## src/rtl/reg_file_flags_pkg.sv

```systemverilog
// Shared constants for the register file and the ALU: zero-register address,
// flag bit ordering inside FR and default datapath widths.
package reg_file_flags_pkg;

  localparam int unsigned REG_ZERO       = 0;
  localparam int unsigned FR_W           = 4;
  localparam int unsigned FR_ZF          = 3;
  localparam int unsigned FR_CF          = 2;
  localparam int unsigned FR_OF          = 1;
  localparam int unsigned FR_SF          = 0;
  localparam int unsigned DEFAULT_ADDR_W = 5;
  localparam int unsigned DEFAULT_DATA_W = 32;
  localparam int unsigned WR_CNT_W       = 8;

endpackage

```

## src/rtl/reg_file_flags_flag_reg.sv

```systemverilog
// Enabled flag register with asynchronous active-low clear; also usable for the
// ALU's own flag capture.
module flag_reg
  import reg_file_flags_pkg::*;
(
  input  logic            clk,
  input  logic            rst_n,
  input  logic            en_i,
  input  logic [FR_W-1:0] d_i,
  output logic [FR_W-1:0] q_o
);

  logic [FR_W-1:0] flags_q;
  logic [FR_W-1:0] flags_d;

  always_comb begin
    flags_d = flags_q;
    if (en_i) begin
      flags_d = d_i;
    end
  end

  always_ff @(posedge clk or negedge rst_n) begin
    if (!rst_n) begin
      flags_q <= '0;
    end else begin
      flags_q <= flags_d;
    end
  end

  assign q_o = flags_q;

endmodule

```

## src/rtl/reg_file_flags.sv

```systemverilog
// Two-read/one-write register file with hardwired-zero r0, saturating write
// counter and a 4-bit flag register fed by the ALU status bits.
module reg_file_flags
  import reg_file_flags_pkg::*;
#(
  parameter int unsigned ADDR_W = DEFAULT_ADDR_W,
  parameter int unsigned DATA_W = DEFAULT_DATA_W
) (
  input  logic                clk,
  input  logic                rst_n,
  input  logic [ADDR_W-1:0]   R_Addr_A,
  input  logic [ADDR_W-1:0]   R_Addr_B,
  input  logic [ADDR_W-1:0]   W_Addr,
  input  logic [DATA_W-1:0]   W_Data,
  input  logic                Write_Reg,
  input  logic                Flag_En,
  input  logic                ZF_in,
  input  logic                CF_in,
  input  logic                OF_in,
  input  logic                SF_in,
  output logic [DATA_W-1:0]   R_Data_A,
  output logic [DATA_W-1:0]   R_Data_B,
  output logic [FR_W-1:0]     FR,
  output logic [WR_CNT_W-1:0] Wr_Cnt
);

  localparam int unsigned NumRegs = 2 ** ADDR_W;
  localparam logic [ADDR_W-1:0] ZeroAddr = ADDR_W'(REG_ZERO);

  logic [DATA_W-1:0]   regs_q [NumRegs];
  logic [WR_CNT_W-1:0] wr_cnt_q;
  logic [WR_CNT_W-1:0] wr_cnt_d;
  logic                wr_en;
  logic [FR_W-1:0]     flags_in;

  // Writes to r0 are dropped entirely, including the counter update.
  assign wr_en = Write_Reg && (W_Addr != ZeroAddr);

  always_ff @(posedge clk or negedge rst_n) begin
    if (!rst_n) begin
      for (int i = 0; i < NumRegs; i++) begin
        regs_q[i] <= '0;
      end
    end else if (wr_en) begin
      regs_q[W_Addr] <= W_Data;
    end
  end

  always_comb begin
    wr_cnt_d = wr_cnt_q;
    if (wr_en && (wr_cnt_q != {WR_CNT_W{1'b1}})) begin
      wr_cnt_d = wr_cnt_q + WR_CNT_W'(1);
    end
  end

  always_ff @(posedge clk or negedge rst_n) begin
    if (!rst_n) begin
      wr_cnt_q <= '0;
    end else begin
      wr_cnt_q <= wr_cnt_d;
    end
  end

  assign Wr_Cnt = wr_cnt_q;

  // No write bypass: reads see the array contents before the edge.
  assign R_Data_A = (R_Addr_A == ZeroAddr) ? '0 : regs_q[R_Addr_A];
  assign R_Data_B = (R_Addr_B == ZeroAddr) ? '0 : regs_q[R_Addr_B];

  always_comb begin
    flags_in        = '0;
    flags_in[FR_ZF] = ZF_in;
    flags_in[FR_CF] = CF_in;
    flags_in[FR_OF] = OF_in;
    flags_in[FR_SF] = SF_in;
  end

  flag_reg u_flag_reg (
    .clk  (clk),
    .rst_n(rst_n),
    .en_i (Flag_En),
    .d_i  (flags_in),
    .q_o  (FR)
  );

endmodule
```

## config.mk

```make
export PLATFORM = sky130hd
export DESIGN_NAME = reg_file_flags
export DESIGN_NICKNAME = d
export VERILOG_FILES = /design/src/rtl/reg_file_flags_pkg.sv /design/src/rtl/reg_file_flags_flag_reg.sv /design/src/rtl/reg_file_flags.sv
export SDC_FILE = /design/constraint.sdc
export NUM_CORES = 2
export LEC_CHECK = 0
export CAP_MARGIN = 40
export CORE_UTILIZATION = 35
export CTS_CLUSTER_SIZE = 10
export DETAILED_ROUTE_END_ITERATION = 12
export DONT_BUFFER_PORTS = 1
export SLEW_MARGIN = 20
export SYNTH_ARGS = -nofsm -noshare
export SYNTH_HDL_FRONTEND = slang
export SYNTH_SLANG_ARGS = --single-unit
```

## constraint.sdc

```tcl
create_clock -name clk -period 2.07 [get_ports clk]
set_input_delay 0.207 -clock clk [delete_from_list [all_inputs] [get_ports clk]]
set_output_delay 0.207 -clock clk [all_outputs]
set_load 0.005 [all_outputs]
```

==> run summary <==
DP Worst Slack: -0.280 ns
DIE AREA: 158000 sq um
Lkg Pwr: 26.7 nW
Register share of total power: 46.8%
Status: finished with violations
Largest net degree at the start of global routing: 290
Die W: 398 um
CP max FO: 289
Final WL: 181000 um
Post-synth EDFFs: 0
Req. time, crit path: 1.86 ns
Fillers: 14084
RSZ-0062 raised after global routing: true
# setup viols final: 64
Clock root buffer: clkbuf_16
GRT Residual Overflow: 0
Synth cell types: 42
GRT Util Overall: 22.9%
Main synth FF type: dfrtp_1
Share of post-route cells with drive strength above 1: 56.9%
Syn Std Cell Area: 54900 sq um
Routed wire length per instance: 31.9 um
Vias in the first global route: 36285
Pwr Total: 57.9 mW
Vias: 34987
Sw Share: 26.7%
Part of the Yosys area used for sequential elements: 47.2%
Starting DRC count in detailed routing: 2968
CTS Hold Bufs: 49
Setup Skew: 0.000790 ns
Fin nets: 3657
R2R Setup Slk: 0.46 ns
Worst setup margin: -0.584 ns
Worst hold slack: -0.813 ns
DRT antenna net count: 0
Yosys warning count: 0
Fmax: 377 MHz
CP Class: input port to output pin
Area growth, synth to finish: 15.3%
Clock transition at path regs: 0.06 ns
Clk Latency, worst-skew pair: 0.73 ns
Syn Area/Cell: 15.1 sq um
I/O Buffers: 0
Starting Density: 35.5%
Ys async rst share: 100%
VDD IR max: 0.000713 V
Mapped Nets: 3680
Total CTS buffers: 116
Combinational power share: 20.8%
HP Class: input port to asynchronous set/reset pin
Cells after synthesis: 3624
P_sw: 15.5 mW
Core area: 155000 sq um
First-pass GRT wire length: 265000 um
Power per cell area: 915 nW/um^2
Worst-margin pin slew: 1.31 ns
Crit path DAT: 2.45 ns
DRC viols: 0
Critical path capture point type: output pin
Finished Layout Cells: 5675
Violated checks: negative hold slack, negative setup slack
DR vias/cell: 6.17
Initial antenna violation count: 10
Dpl hpwl: 103000 um
Clock Power Share: 32.3%
Commonest cells after routing, fill and taps aside: 1036 x dfrtp_1, 993 x mux2_2, 448 x mux4_2
P_int: 42.4 mW
FF+latch count, synth: 1036
Max_cap viols: 0
CTS tree: built
Row Count: 144
CTS Sinks: 1036
Final core occ: 40.9%
Final hold vios: 201
Commonest non-fill, non-tap cell in the layout: dfrtp_1
Part of the cycle the worst path needs: 128%
1st-pass router iterations: 7
Final GP Congestion: 0.796
CTS Buffer Depth: 3
Min Tclk post-route: 2.65 ns
DIE HEIGHT: 398 um
Worst slew margin: 12.7%
Placed cells: 5453
H-tree depth: 3
CP Launch Type: input port
Final Slew Violations: 0
Ports: 131
-- metrics by stage --
| stage | area [sq um] | setup TNS, ns |
|---|---|---|
| after global placement | 58200 | -51.20 |
| after floorplan | 54900 | 0 |
| after CTS | 62800 | -28.53 |
| final | 63300 | -26.16 |
| after detailed placement | 58200 | -70.40 |
| after global routing | 63300 | -29.22 |
-- sequential cells by signal, summed over array words and instances, names as in the netlist --
signal,count
u_flag_reg.q_o,4
Wr_Cnt,8
regs_q,1024
-- worst max-delay path, stage by stage --
cell     delay, ns
mux4_2        0.92
mux2i_2       0.21
a221o_1       0.17
a31oi_1       0.05
buf_4         0.18
buf_6         0.11
-- cell families (layout without fill, tap and decap cells) --
group	Yosys count	in the layout	synth area share, %
muxes	1669	1669	43.0
buffers and inverters	429	435	3.74
and+or+nand+nor	145	145	1.32
other	0	1	0
adders and majority gates	1	1	0.0228
DFF	1036	1036	47.2
AOI/OAI and AO/OA	337	337	4.55
xor gates and xnor gates	7	7	0.112
-- layer usage --
layer  global-route usage, %  share of wire (%)  vias to the layer above
met2                    36.0                 47                     1337
met4                    8.23                3.8                       16
met1                    30.6                 41                    19261
met5                       0              0.056                        -
met3                    5.83                8.2                      373
li1                        -                  -                    14000
-- power by group through the flow --
stage	logic, mW	clock network (mW)	registers, mW
detailed placement	10.8	0	27.3
floorplan	9.00	0	26.3
global route	12.9	19.8	27.6
global placement	10.6	0	27.2
finish	12.1	18.7	27.1
CTS	11.8	19.1	27.0
-- cell usage after synthesis (2+ instances only) --
master	instances	area, sq um
nor2_1	23	86.3
nand3_1	5	25.0
o21ai_1	24	120
a311oi_1	32	280
a221oi_1	48	420
mux2_2	1016	11400
buf_2	95	475
nand2_1	51	191
a22oi_1	64	480
or2_2	4	25.0
dfrtp_1	1036	25900
xor2_1	5	43.8
clkbuf_1	224	841
nor2b_1	37	231
mux2i_1	192	1920
nand3b_1	3	22.5
inv_1	4	15.0
buf_1	47	176
buf_6	11	124
nor3_1	5	25.0
mux4_2	448	10100
nor3b_1	4	30.0
a221o_1	32	320
and2_1	2	12.5
xnor2_1	2	17.5
a211oi_1	32	240
nor2_2	4	25.0
o21ai_0	56	280
mux2_1	13	146
buf_12	5	100
buf_4	43	323
a31oi_1	32	200
o2111ai_1	16	140
-- final timing paths --
| check | start | to | cells after the start |
|---|---|---|---|
| worst max-delay path | R_Addr_B[0] | R_Data_B[27] | 6 |
| worst max register to register | Wr_Cnt[0] | Wr_Cnt[1] | 4 |
| worst min register to register | regs_q[1021] | regs_q[1021] | 0 |
| min in group clk | W_Addr[4] | regs_q[403] | 3 |
| max in group asynchronous | rst_n | regs_q[91] | 4 |
| worst min-delay path | rst_n | regs_q[681] | 0 |
-- what timing repair did --
action	in CTS	in global routing
resized for setup	198	82
hold endpoints to repair	1668	201
setup endpoints to repair	64	64
pin swaps	46	30
setup buffers	28	9
-- layout make-up --
| type | instances | area [sq um] | share of cell area, % |
|---|---|---|---|
| clock buffer | 142 | 3130 | 4.95 |
| timing repair buffer | 284 | 3290 | 5.21 |
| clock inverter | 5 | 80.1 | 0.127 |
| tap | 2044 | 2560 | 4.04 |
| sequential | 1036 | 25900 | 41.0 |
| multi-input combinational | 2159 | 28200 | 44.7 |
| antenna | 1 | 2.50 | 0.00396 |
| inverter | 4 | 20.0 | 0.0316 |
Power figures use the tool's default switching activity.
